[src/rtl/alu_exec_unit.sv]
// ALU execution unit: one opcode per handshake, registered result with Z/C/V flags.
// Optional feature macro ALU_MUL_EN adds the WIDTH-cycle shift-add MUL path (opcode 1000).
module alu_exec_unit #(
    parameter int WIDTH = 16
) (
    input  logic             clk,
    input  logic             rst_n,
    input  logic [3:0]       OPCODE,
    input  logic [WIDTH-1:0] op_a,
    input  logic [WIDTH-1:0] op_b,
    input  logic             in_valid,
    output logic             in_ready,
    output logic [WIDTH-1:0] result,
    output logic             flag_z,
    output logic             flag_c,
    output logic             flag_v,
    output logic             illegal,
    output logic             out_valid,
    input  logic             out_ready
);
    localparam int SHW = $clog2(WIDTH);

    localparam logic [3:0] OP_AND  = 4'b0000;
    localparam logic [3:0] OP_OR   = 4'b0001;
    localparam logic [3:0] OP_ADD  = 4'b0010;
    localparam logic [3:0] OP_SUB  = 4'b0011;
    localparam logic [3:0] OP_SLT  = 4'b0111;
    localparam logic [3:0] OP_SRL  = 4'b1010;
    localparam logic [3:0] OP_NOR  = 4'b1110;
    localparam logic [3:0] OP_PASS = 4'b1111;

`ifdef ALU_MUL_EN
    localparam logic [3:0] OP_MUL  = 4'b1000;
    typedef enum logic [1:0] {IDLE, EXEC, MUL, DONE} state_t;
`else
    typedef enum logic [1:0] {IDLE, EXEC, DONE} state_t;
`endif

    state_t           state_reg, state_next;
    logic             ready_reg;
    logic [3:0]       opcode_reg;
    logic [WIDTH-1:0] a_reg, b_reg;
    logic [WIDTH-1:0] result_reg;
    logic             z_reg, c_reg, v_reg, ill_reg;
    logic [WIDTH-1:0] alu_res;
    logic             alu_c, alu_v, alu_ill;
    logic [WIDTH:0]   add_sum, sub_sum;
    logic             accept;
    logic             mul_last;

    // ready_reg keeps in_ready low until the first clock after reset release
    assign in_ready  = ready_reg && (state_reg == IDLE);
    assign out_valid = (state_reg == DONE);
    assign accept    = in_valid && in_ready;
    assign result    = result_reg;
    assign flag_z    = z_reg;
    assign flag_c    = c_reg;
    assign flag_v    = v_reg;
    assign illegal   = ill_reg;

`ifdef ALU_MUL_EN
    logic [WIDTH-1:0] acc_reg, mcand_reg, mplier_reg, acc_next;
    logic [SHW-1:0]   cnt_reg;
    localparam logic [SHW-1:0] MUL_LAST = SHW'(WIDTH - 1);

    assign acc_next = mplier_reg[0] ? (acc_reg + mcand_reg) : acc_reg;
    assign mul_last = (cnt_reg == MUL_LAST);

    always_ff @(posedge clk or negedge rst_n) begin
        if (!rst_n) begin
            acc_reg    <= '0;
            mcand_reg  <= '0;
            mplier_reg <= '0;
            cnt_reg    <= '0;
        end else if (accept) begin
            acc_reg    <= '0;
            mcand_reg  <= op_a;
            mplier_reg <= op_b;
            cnt_reg    <= '0;
        end else if (state_reg == MUL) begin
            acc_reg    <= acc_next;
            mcand_reg  <= {mcand_reg[WIDTH-2:0], 1'b0};
            mplier_reg <= {1'b0, mplier_reg[WIDTH-1:1]};
            cnt_reg    <= cnt_reg + 1'b1;
        end
    end
`else
    assign mul_last = 1'b0;
`endif

    // SUB uses A + ~B + 1 so bit WIDTH is directly the NOT-borrow carry
    always_comb begin
        alu_res = '0;
        alu_c   = 1'b0;
        alu_v   = 1'b0;
        alu_ill = 1'b0;
        add_sum = {1'b0, a_reg} + {1'b0, b_reg};
        sub_sum = {1'b0, a_reg} + {1'b0, ~b_reg} + {{WIDTH{1'b0}}, 1'b1};
        case (opcode_reg)
            OP_AND:  alu_res = a_reg & b_reg;
            OP_OR:   alu_res = a_reg | b_reg;
            OP_ADD: begin
                alu_res = add_sum[WIDTH-1:0];
                alu_c   = add_sum[WIDTH];
                alu_v   = (a_reg[WIDTH-1] == b_reg[WIDTH-1]) && (add_sum[WIDTH-1] != a_reg[WIDTH-1]);
            end
            OP_SUB: begin
                alu_res = sub_sum[WIDTH-1:0];
                alu_c   = sub_sum[WIDTH];
                alu_v   = (a_reg[WIDTH-1] != b_reg[WIDTH-1]) && (sub_sum[WIDTH-1] != a_reg[WIDTH-1]);
            end
            OP_SLT:  alu_res = {{(WIDTH-1){1'b0}}, ($signed(a_reg) < $signed(b_reg))};
            OP_SRL:  alu_res = a_reg >> b_reg[SHW-1:0];
            OP_NOR:  alu_res = ~(a_reg | b_reg);
            OP_PASS: alu_res = a_reg;
            default: alu_ill = 1'b1;
        endcase
    end

    always_comb begin
        state_next = state_reg;
        case (state_reg)
            IDLE: begin
                if (accept) begin
`ifdef ALU_MUL_EN
                    state_next = (OPCODE == OP_MUL) ? MUL : EXEC;
`else
                    state_next = EXEC;
`endif
                end
            end
            EXEC: state_next = DONE;
`ifdef ALU_MUL_EN
            MUL:  if (mul_last) state_next = DONE;
`endif
            DONE: if (out_ready) state_next = IDLE;
            default: state_next = IDLE;
        endcase
    end

    always_ff @(posedge clk or negedge rst_n) begin
        if (!rst_n) begin
            state_reg  <= IDLE;
            ready_reg  <= 1'b0;
            opcode_reg <= '0;
            a_reg      <= '0;
            b_reg      <= '0;
            result_reg <= '0;
            z_reg      <= 1'b0;
            c_reg      <= 1'b0;
            v_reg      <= 1'b0;
            ill_reg    <= 1'b0;
        end else begin
            state_reg <= state_next;
            ready_reg <= 1'b1;
            if (accept) begin
                opcode_reg <= OPCODE;
                a_reg      <= op_a;
                b_reg      <= op_b;
            end
            if (state_reg == EXEC) begin
                result_reg <= alu_res;
                z_reg      <= (alu_res == '0) && !alu_ill;
                c_reg      <= alu_c;
                v_reg      <= alu_v;
                ill_reg    <= alu_ill;
            end
`ifdef ALU_MUL_EN
            if (state_reg == MUL && mul_last) begin
                result_reg <= acc_next;
                z_reg      <= (acc_next == '0);
                c_reg      <= 1'b0;
                v_reg      <= 1'b0;
                ill_reg    <= 1'b0;
            end
`endif
        end
    end
endmodule
[config.mk]
export PLATFORM = sky130hd
export DESIGN_NAME = alu_exec_unit
export DESIGN_NICKNAME = d
export VERILOG_FILES = /design/src/rtl/alu_exec_unit.sv
export SDC_FILE = /design/constraint.sdc
export NUM_CORES = 1
export LEC_CHECK = 0
export CORE_MARGIN = 10
export CORE_UTILIZATION = 35
export CTS_BUF_LIST = sky130_fd_sc_hd__clkbuf_2
export CTS_CLUSTER_DIAMETER = 50
export DETAILED_ROUTE_END_ITERATION = 6
export PLACE_DENSITY = 0.62
export SYNTH_ARGS = -nofsm -noshare
export SYNTH_HDL_FRONTEND = slang
export SYNTH_SLANG_ARGS = --single-unit
export TNS_END_PERCENT = 10
[constraint.sdc]
create_clock -name clk -period 5.1 [get_ports clk]
set_input_delay 1.02 -clock clk [delete_from_list [all_inputs] [get_ports clk]]
set_output_delay 1.02 -clock clk [all_outputs]
set_load 0.01 [all_outputs]
==> flow_metrics.py, run 1 <==
metrics = {
    "timing": {
        "final.setup.tns_ps": 0,
        "setup_violations": 0,
        "max_slew_margin_pct": 36.9,
        "hold_violations": 0,
        "slew_violations": 0,
        "fin_crit_ps": 3980,
        "fin_skew_ps": 29.1,
        "holdWs_ps": 500,
        "max_freq_mhz": 251,
        "finalCritPeriodShare_pct": 78.0,
        "setup_slack_ps": 1120,
        "tightest_slew_ps": 938,
        "rsz0062_at_grt": "no",
    },
    "logic_synthesis": {
        "syn_inst": 710,
        "synth_edf_count": 0,
        "synth.ff_latch_count": 59,
        "ys_top_cells_by_area": "dfrtp_1 (25%), ha_1 (11%), o21ai_0 (5.8%)",
        "yosys.area.top_type": "dfrtp_1",
        "synth_nets": 804,
        "yosysSeqAreaShare_pct": 24.7,
        "synth_top_area_share_pct": 24.7,
        "ys.flop_type": "dfrtp_1",
        "async_reset_ff_share_pct": 100,
        "yosysUniqueCellTypes": 90,
        "synth_warnings": 0,
        "netlist_area_um2": 5980,
        "syn_avg_cell_area_um2": 8.42,
    },
    "place": {
        "placed_cells": 952,
        "portBuffers": 61,
        "place_hpwl_um": 15300,
        "pre_cts_ws_ps": 1210,
        "place_area_um2": 6630,
        "place.gp.congestion": 0.950,
    },
    "power": {
        "power_density_nw_per_um2": 485,
        "p_leak_nw": 2.80,
        "irDropWorstVdd_mv": 0.211,
        "power.total_mw": 3.27,
    },
    "die": {
        "rows": 47,
        "ioPinCount": 62,
        "coreArea_um2": 16600,
        "die_h_um": 151,
        "initial_core_util_pct": 35.9,
        "dieArea_um2": 22700,
        "fp.dieW_um": 151,
    },
    "final_layout": {
        "n_antenna_cell": 0,
        "multi_input_area_um2": 4030,
        "nets": 837,
        "final_util_pct": 40.5,
        "drive_above_1_share_pct": 8.70,
        "fillCellCount": 1724,
        "seq_area_um2": 1480,
        "stdcell_area_um2": 6740,
        "final_cells": 967,
        "syn_to_final_growth_pct": 12.7,
    },
    "worst_setup_path": {
        "slowest_stage": "a2111oi_0",
        "crit_path_max_fanout": 20,
        "crit_type": "flip-flop to flip-flop",
        "end_kind": "flip-flop",
        "arrival_ps": 4510,
        "crit_required_ps": 5640,
        "critPathLaunchType": "flip-flop",
        "crit_chain": "inv_2 > ha_1 > a211oi_1 > o21a_1 > o21ai_1 > a221oi_1 > a21oi_1 > a2111oi_0 > and4_1 > and4_1 > a32o_2",
        "critPathMaxStageDelay_ps": 770,
        "crit_top_cell": "and4_1",
    },
    "routing": {
        "routedWlPerCell_um": 20.6,
        "totalWireLength_um": 19900,
        "routed_via_density": 5.85,
        "drc": 0,
        "ant_nets": 0,
        "vias": 5653,
        "drtIter0Drc": 628,
        "drtPass1Iterations": 5,
    },
    "clock_network": {
        "cts_resized": 0,
        "cts_max_path_buffers": 2,
        "cts.clk_slew.worst_paths_ps": 200,
        "clk_latency_ps": 570,
        "cts_tree": "yes",
        "root_buffer": "clkbuf_2",
        "cts_buffers": 9,
        "hold_buffers": 0,
        "cts_max_level": 3,
        "cts.sinks": 59,
        "cts_setup_buffers": 0,
    },
    "outcome": {
        "status": "completed",
    },
    "worst_hold_path": {
        "hold_class": "flip-flop to flip-flop",
    },
    "run": {
        "maxCapViolations": 0,
    },
    "global_route": {
        "grt-ovfl-total": 0,
        "antenna_found_initial": 0,
        "grt_pass1_vias": 5378,
        "grt_pass1_wl_um": 31000,
        "grtUsageTotal_pct": 17.5,
        "grt_max_degree": 60,
    },
}
[layout make-up]
cell class,count,share of cell area [%]
repair buffers,70,9.99
inverters,48,2.67
multi-input cells,555,59.8
well taps,220,4.09
clock inverters,6,0.854
clock buffers,9,0.669
flip-flops and latches,59,21.9
[power by group]
part / leakage [nW] / internal (mW) / switching (mW)
clock: 0.0589 / 0.106 / 0.195
sequential: 0.740 / 0.604 / 0.210
combinational: 2.00 / 0.898 / 1.26
total: 2.80 / 1.61 / 1.66
[synthesized netlist by cell type, types with 8 or more instances]
library cell and count:
buf_6 8, nand2_1 81, inv_1 47, a221oi_1 9, a21oi_1 39, dfrtp_1 59, a211oi_1 9, o21ai_0 69
ha_1 52, clkbuf_1 22, buf_2 10, nor3_1 15, nor2_1 43, nand3_1 17, nand2b_1 11, mux2i_1 22
mux2_2 10, o31ai_1 8, mux4_2 10, nor2b_1 9
[path summary, 6_finish.rpt]
| kind | start | to | slack [ps] | depth (start not counted) |
|---|---|---|---|---|
| max | b_reg[1] | flag_z | 1120 | 11 |
| min | result[1] | result[1] | 500 | 2 |
| max reg2reg | b_reg[1] | flag_z | 1120 | 11 |
| min reg2reg | result[1] | result[1] | 500 | 2 |
| max in group asynchronous | rst_n | flag_v | 4010 | 2 |
| min in group asynchronous | rst_n | a_reg[2] | 570 | 2 |
[layer usage]
layer	part of all wire (%)	GRT usage, %
met1	47	24.8
met2	43	25.5
met3	7.9	4.44
met4	1.9	4.81
met5	0	0
[cell families after synthesis]
kind of cell | synth area share [%]
AO/OA/AOI/OAI | 26.5
AND/OR/NAND/NOR | 18.8
XOR/XNOR | 0.293
adder cells (fa/ha/maj) | 11.6
buffers and inverters | 8.04
other | 0.0628
flip-flops | 24.7
multiplexers | 10.0
[critical path, delay by kind of cell (launching register included)]
| kind | cells | cell delay [ps] |
|---|---|---|
| AO/OA/AOI/OAI | 7 | 2150 |
| flip-flops | 1 | 530 |
| AND/OR/NAND/NOR | 2 | 510 |
| buffers and inverters | 1 | 400 |
| adder cells (fa/ha/maj) | 1 | 360 |
[layout by cell type (no fill, tap or decap), drive strengths merged, types with 8 or more instances in the layout]
| cell | count |
|---|---|
| mux2i | 23 |
| a211oi | 9 |
| a21oi | 40 |
| buf | 10 |
| clkbuf | 9 |
| mux4 | 11 |
| o211ai | 8 |
| nand3 | 17 |
| nor2b | 9 |
| nand2 | 81 |
| o21ai | 73 |
| o31ai | 8 |
| nand2b | 11 |
| nor3 | 15 |
| ha | 52 |
| nor2 | 44 |
| mux2 | 10 |
| inv | 48 |
| a221oi | 11 |
| dfrtp | 59 |
| clkdlybuf4s50 | 60 |
No activity file was read; power rests on OpenSTA's default activity.
==> run 2, diff against run 1 <==
--- a/config.mk
+++ b/config.mk
@@ -10,7 +10,7 @@
 export CTS_BUF_LIST = sky130_fd_sc_hd__clkbuf_2
 export CTS_CLUSTER_DIAMETER = 50
 export DETAILED_ROUTE_END_ITERATION = 6
-export PLACE_DENSITY = 0.62
+export PLACE_DENSITY = 0.64
 export SYNTH_ARGS = -nofsm -noshare
 export SYNTH_HDL_FRONTEND = slang
 export SYNTH_SLANG_ARGS = --single-unit
==> constraint.sdc (replaced) <==
create_clock -name clk -period 3.6 [get_ports clk]
set_input_delay 0.72 -clock clk [delete_from_list [all_inputs] [get_ports clk]]
set_output_delay 0.72 -clock clk [all_outputs]
set_load 0.01 [all_outputs]
==> run 2 against run 1 <==
Against the previous run: wire length increased by 3.4%; critical path depth increased by 1; largest cell class unchanged; first-iteration DRC count increased by 24%.
==> flow_metrics.py, run 2 (synthesized netlist as in run 1, its figures left out) <==
metrics = {
    "routing": {
        "drtPass1Iterations": 6,
        "drtIter0Drc": 776,
        "vias": 5946,
        "ant_nets": 0,
        "routed_via_density": 5.88,
        "totalWireLength_um": 20600,
        "routedWlPerCell_um": 20.4,
        "drc": 0,
    },
    "clock_network": {
        "cts_buffers": 9,
        "cts_max_level": 3,
        "clk_latency_ps": 610,
        "root_buffer": "clkbuf_2",
        "cts_setup_buffers": 0,
        "cts.sinks": 59,
        "cts_max_path_buffers": 2,
        "hold_buffers": 0,
        "cts.clk_slew.worst_paths_ps": 220,
        "cts_tree": "yes",
    },
    "power": {
        "p_clk_share_pct": 10.5,
        "p_leak_nw": 3.01,
        "combPwrFrac_pct": 68.5,
        "switching_power_mw": 2.44,
        "p_seq_share_pct": 21.0,
        "irDropWorstVdd_mv": 0.271,
        "power_density_nw_per_um2": 702,
        "internal_power_mw": 2.53,
        "switching_share_pct": 49.0,
    },
    "timing": {
        "tightest_slew_ps": 766,
        "rsz0062_at_grt": "no",
        "slew_violations": 0,
        "hold_violations": 0,
        "finalCritPeriodShare_pct": 94.7,
        "fin_skew_ps": 44.5,
        "max_slew_margin_pct": 48.9,
        "fin_crit_ps": 3410,
        "final.setup.tns_ps": 0,
        "max_freq_mhz": 293,
        "setup_violations": 0,
    },
    "final_layout": {
        "syn_to_final_growth_pct": 18.5,
        "drive_above_1_share_pct": 14.2,
        "final_cells": 1011,
        "fillCellCount": 1682,
        "layout_commonest_cell": "nand2_1",
        "most-common-layout-cells": "nand2_1 (81), o21ai_0 (69), clkdlybuf4s50_1 (60)",
        "nets": 878,
    },
    "worst_hold_path": {
        "hold_class": "input pin to async pin",
    },
    "worst_setup_path": {
        "r2r_start": "a_reg[4]",
        "critPathLaunchType": "flip-flop",
        "crit_start": "a_reg[4]",
        "crit_required_ps": 4150,
        "end_kind": "flip-flop",
        "crit_type": "flip-flop to flip-flop",
        "arrival_ps": 3970,
        "crit_path_max_fanout": 8,
        "regToRegSetupSlack_ps": 190,
    },
    "run": {
        "maxCapViolations": 0,
    },
    "place": {
        "place.gp.congestion": 0.990,
        "portBuffers": 61,
        "place_hpwl_um": 15800,
        "placed_cells": 993,
    },
    "global_route": {
        "grt_pass1_wl_um": 31900,
        "grtUsageTotal_pct": 18.0,
        "grt-ovfl-total": 0,
        "grt_max_degree": 60,
        "antenna_found_initial": 2,
        "grt_pass1_vias": 5631,
    },
    "die": {
        "rows": 47,
        "fp.dieW_um": 151,
        "coreArea_um2": 16600,
        "die_h_um": 151,
        "initial_core_util_pct": 35.9,
        "ioPinCount": 62,
        "dieArea_um2": 22700,
    },
    "outcome": {
        "status": "completed",
    },
}
run 2: cell types whose count changed in the layout (fill, tap and decap cells not counted), sizes merged:
cell | before | now
diode | 0 | 3
clkinvlp | 2 | 0
clkbuf | 9 | 12
clkinv | 3 | 1
buf | 10 | 51
bufinv | 1 | 2
run 2: layout make-up:
type / count / area (um2) / share of cell area [%]
flip-flops and latches: 59 / 1480 / 20.9
clock inverters: 3 / 63.8 / 0.901
repair buffers: 111 / 981 / 13.8
clock buffers: 12 / 60.1 / 0.848
diodes: 3 / 7.51 / 0.106
inverters: 48 / 180 / 2.54
multi-input cells: 555 / 4040 / 57.0
well taps: 220 / 275 / 3.89
run 2: metal layers:
layer / track usage [%] / vias to the layer above / routed length [um]
met3: 5.04 / 44 / 2230
met5: 0 / - / 0
met1: 25.3 / 2810 / 9280
met4: 6.45 / 0 / 550
met2: 25.5 / 323 / 8520
li1: - / 2769 / -
run 2: power groups by stage:
| stage | combinational, mW | clock [mW] | sequential [mW] |
|---|---|---|---|
| after floorplan | 2.17 | 0 | 1.08 |
| after global placement | 3.32 | 0 | 1.05 |
| after detailed placement | 3.30 | 0 | 1.06 |
| after CTS | 3.32 | 0.529 | 1.05 |
| after global routing | 3.68 | 0.557 | 1.08 |
| final | 3.40 | 0.522 | 1.05 |
run 2: metrics by stage:
step	hold WS [ps]	utilization, %	cell area [um2]	total power, mW	worst slack (ps)
final	222	42.6	7080	4.97	189
after detailed placement	470	41.7	6930	4.36	-18.5
after global routing	280	42.6	7080	5.31	48.8
after global placement	462	41.7	6930	4.37	80.3
after floorplan	424	-	5980	3.24	359
after CTS	252	42.4	7060	4.89	12.5
run 2: critical path, stage by stage, from the launching register on:
cell	delay (ps)
dfrtp_2	520
inv_1	90
ha_1	390
inv_1	110
or4_1	570
o211ai_4	180
nor3_1	80
nor4_1	370
or4_1	180
a32oi_1	90
a2111oi_1	410
buf_4	210
a32o_2	140
run 2: final timing paths:
check                             to  cells after the start
min reg2reg                result[5]                      2
max in group asynchronous   a_reg[6]                      2
min                         b_reg[0]                      2
max reg2reg                   flag_z                     12
max                           flag_z                     12
min in group clk           result[5]                      2
run 2: timing repair:
action	in CTS	in global routing
resized for setup	1	6
endpoints found under the setup margin	1	2
pin swaps	0	1
